==> config.mk <==
export PLATFORM = sky130hd
export DESIGN_NAME = mem_arbiter
export DESIGN_NICKNAME = d
export VERILOG_FILES = /design/src/rtl/mem_arb_pkg.sv /design/src/rtl/mem_arbiter_timeout_ctr.sv /design/src/rtl/mem_arbiter.sv
export SDC_FILE = /design/constraint.sdc
export NUM_CORES = 1
export LEC_CHECK = 0
export BUFFER_PORTS_ARGS = -buffer_cell sky130_fd_sc_hd__buf_2
export CORE_ASPECT_RATIO = 1.1
export CORE_MARGIN = 8
export CORE_UTILIZATION = 43
export CTS_CLUSTER_DIAMETER = 120
export CTS_CLUSTER_SIZE = 28
export DETAILED_ROUTE_END_ITERATION = 12
export GPL_TIMING_DRIVEN = 1
export PLACE_DENSITY = 0.83
export SYNTH_ARGS = -nofsm -noshare
export SYNTH_HDL_FRONTEND = slang
export SYNTH_HIERARCHICAL = 1
export SYNTH_SLANG_ARGS = --single-unit
export TNS_END_PERCENT = 5
==> constraint.sdc <==
create_clock -name clock -period 2 [get_ports clock]
set_input_delay 0.1 -clock clock [delete_from_list [all_inputs] [get_ports clock]]
set_output_delay 0.1 -clock clock [all_outputs]
set_load 0.05 [all_outputs]
==> src/rtl/mem_arb_pkg.sv <==
// Shared types and constants for the shared-memory arbiter: FSM states,
// d_size encodings, default limits and the alignment check.
package mem_arb_pkg;

    typedef enum logic [1:0] {
        IDLE   = 2'd0,
        BUSY_I = 2'd1,
        BUSY_D = 2'd2
    } state_e;

    localparam logic [1:0] SZ_BYTE = 2'd0;
    localparam logic [1:0] SZ_HALF = 2'd1;
    localparam logic [1:0] SZ_WORD = 2'd2;

    localparam int DEF_TIMEOUT      = 255;
    localparam int DEF_STARVE_LIMIT = 4;

    function automatic logic is_misaligned(input logic [1:0] addr_lo, input logic [1:0] size);
        return ((size == SZ_WORD) && (addr_lo != 2'b00)) ||
               ((size == SZ_HALF) && addr_lo[0]);
    endfunction

endpackage

==> src/rtl/mem_arbiter_timeout_ctr.sv <==
// Busy-cycle counter: cleared on each grant, counts BUSY cycles and flags
// the cycle that is the TIMEOUT-th busy cycle of the current access.
module arb_timeout_ctr #(
    parameter int TIMEOUT = 255
) (
    input  logic clock,
    input  logic reset,
    input  logic clear,
    input  logic enable,
    output logic reached
);

    localparam int CNT_W = (TIMEOUT < 2) ? 1 : $clog2(TIMEOUT);
    localparam logic [CNT_W-1:0] LIMIT = CNT_W'(TIMEOUT - 1);

    logic [CNT_W-1:0] cnt_q, cnt_d;

    assign reached = (cnt_q == LIMIT);

    always_comb begin
        cnt_d = cnt_q;
        if (clear)
            cnt_d = '0;
        else if (enable && !reached)
            cnt_d = cnt_q + 1'b1;
    end

    always_ff @(posedge clock) begin
        if (reset)
            cnt_q <= '0;
        else
            cnt_q <= cnt_d;
    end

endmodule

==> src/rtl/mem_arbiter.sv <==
// Two-port (fetch/data) arbiter onto one shared memory port with timeout and
// misalignment trapping. Define MEM_ARB_STARVE_GUARD_EN to bound fetch starvation.
module mem_arbiter
    import mem_arb_pkg::*;
#(
    parameter int ADDR_W       = 32,
    parameter int DATA_W       = 32,
    parameter int TIMEOUT      = DEF_TIMEOUT,
    parameter int STARVE_LIMIT = DEF_STARVE_LIMIT
) (
    input  logic              clock,
    input  logic              reset,
    input  logic              if_req,
    input  logic [ADDR_W-1:0] if_addr,
    output logic              if_gnt,
    output logic              if_rvalid,
    output logic [DATA_W-1:0] if_rdata,
    input  logic              d_req,
    input  logic [ADDR_W-1:0] d_addr,
    input  logic              d_RW,
    input  logic [DATA_W-1:0] d_wdata,
    input  logic [1:0]        d_size,
    output logic              d_gnt,
    output logic              d_rvalid,
    output logic [DATA_W-1:0] d_rdata,
    output logic              m_req,
    output logic [ADDR_W-1:0] m_addr,
    output logic              m_RW,
    output logic [DATA_W-1:0] m_wdata,
    output logic [1:0]        m_size,
    input  logic              m_rvalid,
    input  logic [DATA_W-1:0] m_rdata,
    output logic              err_flag
);

    state_e            state_q, state_d;
    logic [ADDR_W-1:0] addr_q, addr_d;
    logic              rw_q, rw_d;
    logic [DATA_W-1:0] wdata_q, wdata_d;
    logic [1:0]        size_q, size_d;
    logic              misal_q, misal_d;
    logic              err_q, err_d;

    logic busy, done, abort, misal_done, arb, to_reached, force_fetch;

    assign busy       = (state_q != IDLE);
    assign done       = busy && !misal_q && m_rvalid;
    assign abort      = busy && !misal_q && !m_rvalid && to_reached;
    assign misal_done = (state_q == BUSY_D) && misal_q;
    assign arb        = !reset && ((state_q == IDLE) || done);

`ifdef MEM_ARB_STARVE_GUARD_EN
    localparam int SC_W = (STARVE_LIMIT < 1) ? 1 : $clog2(STARVE_LIMIT + 1);
    logic [SC_W-1:0] starve_q, starve_d;

    assign force_fetch = if_req && (starve_q == SC_W'(STARVE_LIMIT));

    always_comb begin
        starve_d = starve_q;
        if (!if_req || if_gnt)
            starve_d = '0;
        else if (d_gnt && (starve_q != SC_W'(STARVE_LIMIT)))
            starve_d = starve_q + 1'b1;
    end

    always_ff @(posedge clock) begin
        if (reset)
            starve_q <= '0;
        else
            starve_q <= starve_d;
    end
`else
    assign force_fetch = 1'b0;
`endif

    arb_timeout_ctr #(.TIMEOUT(TIMEOUT)) u_timeout (
        .clock   (clock),
        .reset   (reset),
        .clear   (if_gnt || d_gnt),
        .enable  (busy),
        .reached (to_reached)
    );

    always_comb begin
        state_d   = state_q;
        addr_d    = addr_q;
        rw_d      = rw_q;
        wdata_d   = wdata_q;
        size_d    = size_q;
        misal_d   = misal_q;
        err_d     = err_q;
        if_gnt    = 1'b0;
        d_gnt     = 1'b0;
        if_rvalid = 1'b0;
        d_rvalid  = 1'b0;
        if_rdata  = '0;
        d_rdata   = '0;

        if (done) begin
            state_d = IDLE;
            if (state_q == BUSY_I) begin
                if_rvalid = 1'b1;
                if_rdata  = rw_q ? '0 : m_rdata;
            end else begin
                d_rvalid = 1'b1;
                d_rdata  = rw_q ? '0 : m_rdata;
            end
        end

        // Timeout and misaligned accesses both complete with zero data and no re-arbitration.
        if (abort || misal_done) begin
            state_d = IDLE;
            err_d   = 1'b1;
            if (state_q == BUSY_I)
                if_rvalid = 1'b1;
            else
                d_rvalid = 1'b1;
        end

        if (arb) begin
            if (d_req && !force_fetch)
                d_gnt = 1'b1;
            else if (if_req)
                if_gnt = 1'b1;
        end

        if (d_gnt) begin
            state_d = BUSY_D;
            addr_d  = d_addr;
            rw_d    = d_RW;
            wdata_d = d_wdata;
            size_d  = d_size;
            misal_d = is_misaligned(d_addr[1:0], d_size);
            if (misal_d)
                err_d = 1'b1;
        end else if (if_gnt) begin
            state_d = BUSY_I;
            addr_d  = if_addr;
            rw_d    = 1'b0;
            wdata_d = '0;
            size_d  = SZ_WORD;
            misal_d = 1'b0;
        end
    end

    always_ff @(posedge clock) begin
        if (reset) begin
            state_q <= IDLE;
            addr_q  <= '0;
            rw_q    <= 1'b0;
            wdata_q <= '0;
            size_q  <= SZ_BYTE;
            misal_q <= 1'b0;
            err_q   <= 1'b0;
        end else begin
            state_q <= state_d;
            addr_q  <= addr_d;
            rw_q    <= rw_d;
            wdata_q <= wdata_d;
            size_q  <= size_d;
            misal_q <= misal_d;
            err_q   <= err_d;
        end
    end

    assign m_req    = busy && !misal_q;
    assign m_addr   = m_req ? addr_q  : '0;
    assign m_RW     = m_req && rw_q;
    assign m_wdata  = m_req ? wdata_q : '0;
    assign m_size   = m_req ? size_q  : 2'd0;
    assign err_flag = err_q;

endmodule

==> impl_summary.md <==
Run status
The run finished with clean final reports.

STA
The highest clock frequency the design can meet is 0.531 GHz. Once routing completed, OpenROAD measured the worst setup slack at 0.118 ns. The measured slew at the worst slew-check pin is 0.784 ns. The clock arrives with 0.0130 ns of skew. Setup repair after global routing left no endpoint under its margin. The final max-slew violation count came to 0.

The setup total negative slack is 0 ns. Measured against its own limit, the worst slew margin works out to 47.7%. The number of hold violations in the final report is 0. The worst path uses 94.1% of the clock period. Setup violations remaining at the end of the flow were counted as 0. The final period demand of the worst path is 1.88 ns.

Cells and area
Once layout is complete, the cells apart from fillers number 934. The post-route netlist has 41.1% of its cells at a drive strength greater than 1. The net count of the finished layout is 948. The sequential cell area in the final layout is 1590 um2. The synthesis-to-layout area growth is 48.1%. The layout has 777 filler cells. The final design area excluding fillers is 6150 um2.

The multi-input combinational cells in the finished layout cover a total of 2350 um2.

Synth
When the netlist entered floorplanning its net count stood at 665. The fraction of synthesis flops using an asynchronous set or reset pin is 0%. Synthesis produced 527 cells.

The number of synthesized register bits is 79. Yosys mapped a number of flops with a built-in enable equal to 0. The number of library cell types mapped by synthesis is 44.

The synthesized area divided by synthesized cell count is 7.88 um2. In this run the cell area of the synthesized design comes to 4150 um2. The part of the Yosys area used for sequential elements is 38.1%. The count of yosys warnings during synthesis is 6. The most used flip-flop cell after synthesis is dfxtp_1.

Place
The HPWL after detailed placement is 11800 um. At the end of routability-driven placement, the weighted congestion stood at 0.969. Including well taps, the total number of placed cells is 887.

In this run the cell area measured after placement is 5590 um2. The worst setup slack before clock tree synthesis is 0.296 ns. The count of input and output buffers is 272.

Routing
Using the TritonRoute via totals, the vias-per-cell ratio works out to 5.33. Wires add up to 16100 um. In this run the remaining antenna-violating nets after routing total 0. Across all layers, the routed design uses 4975 vias. Dividing the detail-routed wire length by the instance count gives 17.2 um. The length of the first detailed-routing pass in iterations is 5.

The number of remaining DRC errors is 0. The first routing iteration left 299 violations.

GRT
Entering global routing, the biggest net connects 69 pins. The total overflow reported by the global router is 0. The number of antenna violations at the first check in global routing is 1. The number of global-route vias before repair is 5101. The first-pass GRT wire length is 25100 um. The overall global routing resource usage is 23.6%.

Critical path
The critical path starts at misal_q. The worst register-to-register path has a setup slack of 0.28 ns. The most critical setup path has its endpoint at if_rdata[26]. The peak fanout along the critical path is 32.

The number of cells on the worst reg-to-reg path is 6. The path type of the worst setup path is flip-flop to primary output. STA puts the critical path data arrival time at 1.78 ns.

The worst setup path is captured at a primary output. Data on the critical path is required at its endpoint by 1.90 ns. The nature of the critical path startpoint is a flip-flop. The worst register-to-register path ends at u_timeout/cnt_q[5]. The startpoint identified for the worst register-to-register timing path is state_q[1].

Worst hold path
The class of the most critical hold timing path is primary input to flip-flop. The worst hold path was traced through 3 stages.

Power and ir drop
The static leakage is 0.00314 uW. The power density of the placed cells is 695 nW/um2. The maximum ir drop on the vdd rail is 0.465 mV.

The overall power consumption is 4270 uW.

Floorplanning
The core footprint is 9400 um2. The floorplan die width is 110 um. The die area is 13100 um2. The top-level port count is 273.

The floorplan has 37 rows. The effective utilization at floorplan is 44.2%. The y dimension of the die is 119 um.

Clock network
The total number of H-tree levels is 3. The maximum buffer depth of the clock tree is 2. The number of clock sinks seen by CTS is 79. Clock-pin slew was measured on the worst setup and hold paths at 0.08 ns. The root buffer selected by CTS is clkbuf_8. The clock reaches the later pin of the worst-skew pair after 0.36 ns. The number of buffers added by the clock tree synthesis step is 9.

The TritonCTS clock tree is done.

Job
The number of violations of the max-capacitance limit is 0.
layout by cell type, fill, tap and decap left out, types with 2 or more instances in the layout:
cell type	n
buf_12	5
o21ai_0	2
nand2_1	10
dlygate4sd3_1	27
diode_2	2
clkbuf_4	2
o22ai_1	28
nand2b_1	33
clkbuf_8	10
a211oi_1	5
o22ai_2	6
inv_1	6
nor2_1	137
mux2i_1	3
buf_4	11
a22oi_1	34
nand3_1	3
nand4_1	2
a31oi_1	3
nor2_4	3
nor3_2	9
buf_2	269
and3_1	2
a21oi_1	6
nor3_1	23
dfxtp_1	75
dfxtp_2	4
bufinv_16	2
or3_1	2
and2_1	67
timing repair:
action                                  in CTS  in global routing
endpoints found under the setup margin       1                  4
pin swaps                                    0                  3
hold buffers                                27                  0
gates resized for setup                      2                 13
hold endpoints to repair                    27                  0
setup buffers                                0                  2
cells in the mapped netlist (3+ instances only):
cell type / count / area, um2
buf_6: 9 / 101
nand3_1: 4 / 20.0
a211oi_1: 5 / 37.5
a31oi_1: 3 / 18.8
o22ai_2: 6 / 75.1
inv_1: 7 / 26.3
clkbuf_1: 22 / 82.6
nand2_1: 10 / 37.5
buf_2: 7 / 35.0
nor3_1: 23 / 115
buf_4: 3 / 22.5
a21oi_1: 6 / 30.0
dfxtp_1: 79 / 1580
nor2_1: 139 / 522
o22ai_1: 28 / 175
nand2b_1: 33 / 206
mux2i_1: 3 / 30.0
and2_1: 67 / 419
nor3_2: 9 / 90.1
a22oi_1: 34 / 255
per-layer routing:
layer	track usage (%)	vias up	part of all wire, %
met2	41.2	247	52
met5	0	-	0
met4	10.5	0	3.4
met3	8.25	52	9.6
li1	-	2363	-
met1	24.6	2313	35
flip-flops by register name, summed over array words and instances, names as in the netlist:
name,flops
wdata_q,32
size_q,2
u_timeout/cnt_q,8
addr_q,32
err_flag,1
misal_q,1
state_q,2
rw_q,1
worst min-delay path by stage:
stage	from	end	slack (ns)
2_1_floorplan	d_size[1]	size_q[1]	0.24
3_3_place_gp	d_wdata[30]	wdata_q[30]	0.35
3_5_place_dp	d_wdata[20]	wdata_q[20]	0.36
4_1_cts	d_wdata[6]	wdata_q[6]	0.0007
5_1_grt	d_wdata[6]	wdata_q[6]	0.0007
6_report	d_wdata[12]	wdata_q[12]	0.01
critical path: stages (launching register included):
cell,delay (ns)
dfxtp_1,0.32
nor2b_2,0.24
nand3_1,0.12
buf_4,0.25
nor2_1,0.19
buf_2,0.30
power breakdown:
part / switching (uW) / internal [uW] / total (uW)
sequential: 65.6 / 1680 / 1740
clock: 603 / 738 / 1340
combinational: 757 / 432 / 1190
total: 1430 / 2850 / 4270
cells by family after synthesis:
logic type      after synthesis  share of synthesized area (%)
fa+ha+maj                     2                          0.603
buf+inv                      49                           6.57
compound gates               97                           17.9
simple gates                297                           36.1
flops                        79                           38.1
mux                           3                          0.723
metrics by stage:
| stage | hold WS (ns) | util, % |
|---|---|---|
| after global routing | 0.000668 | 65.4 |
| after floorplan | 0.243 | - |
| after global placement | 0.347 | 59.4 |
| final | 0.0127 | 65.4 |
| after CTS | 0.000673 | 64.7 |
| after detailed placement | 0.357 | 59.4 |
cell type report:
class,instances,share of cell area (%)
multi-input combinational,399,38.2
timing repair buffer,314,29.5
sequential,79,25.8
tap,117,2.38
clock buffer,11,2.30
clock inverter,5,1.32
inverter,7,0.427
antenna,2,0.0814
(Power assumes the default switching activity.)
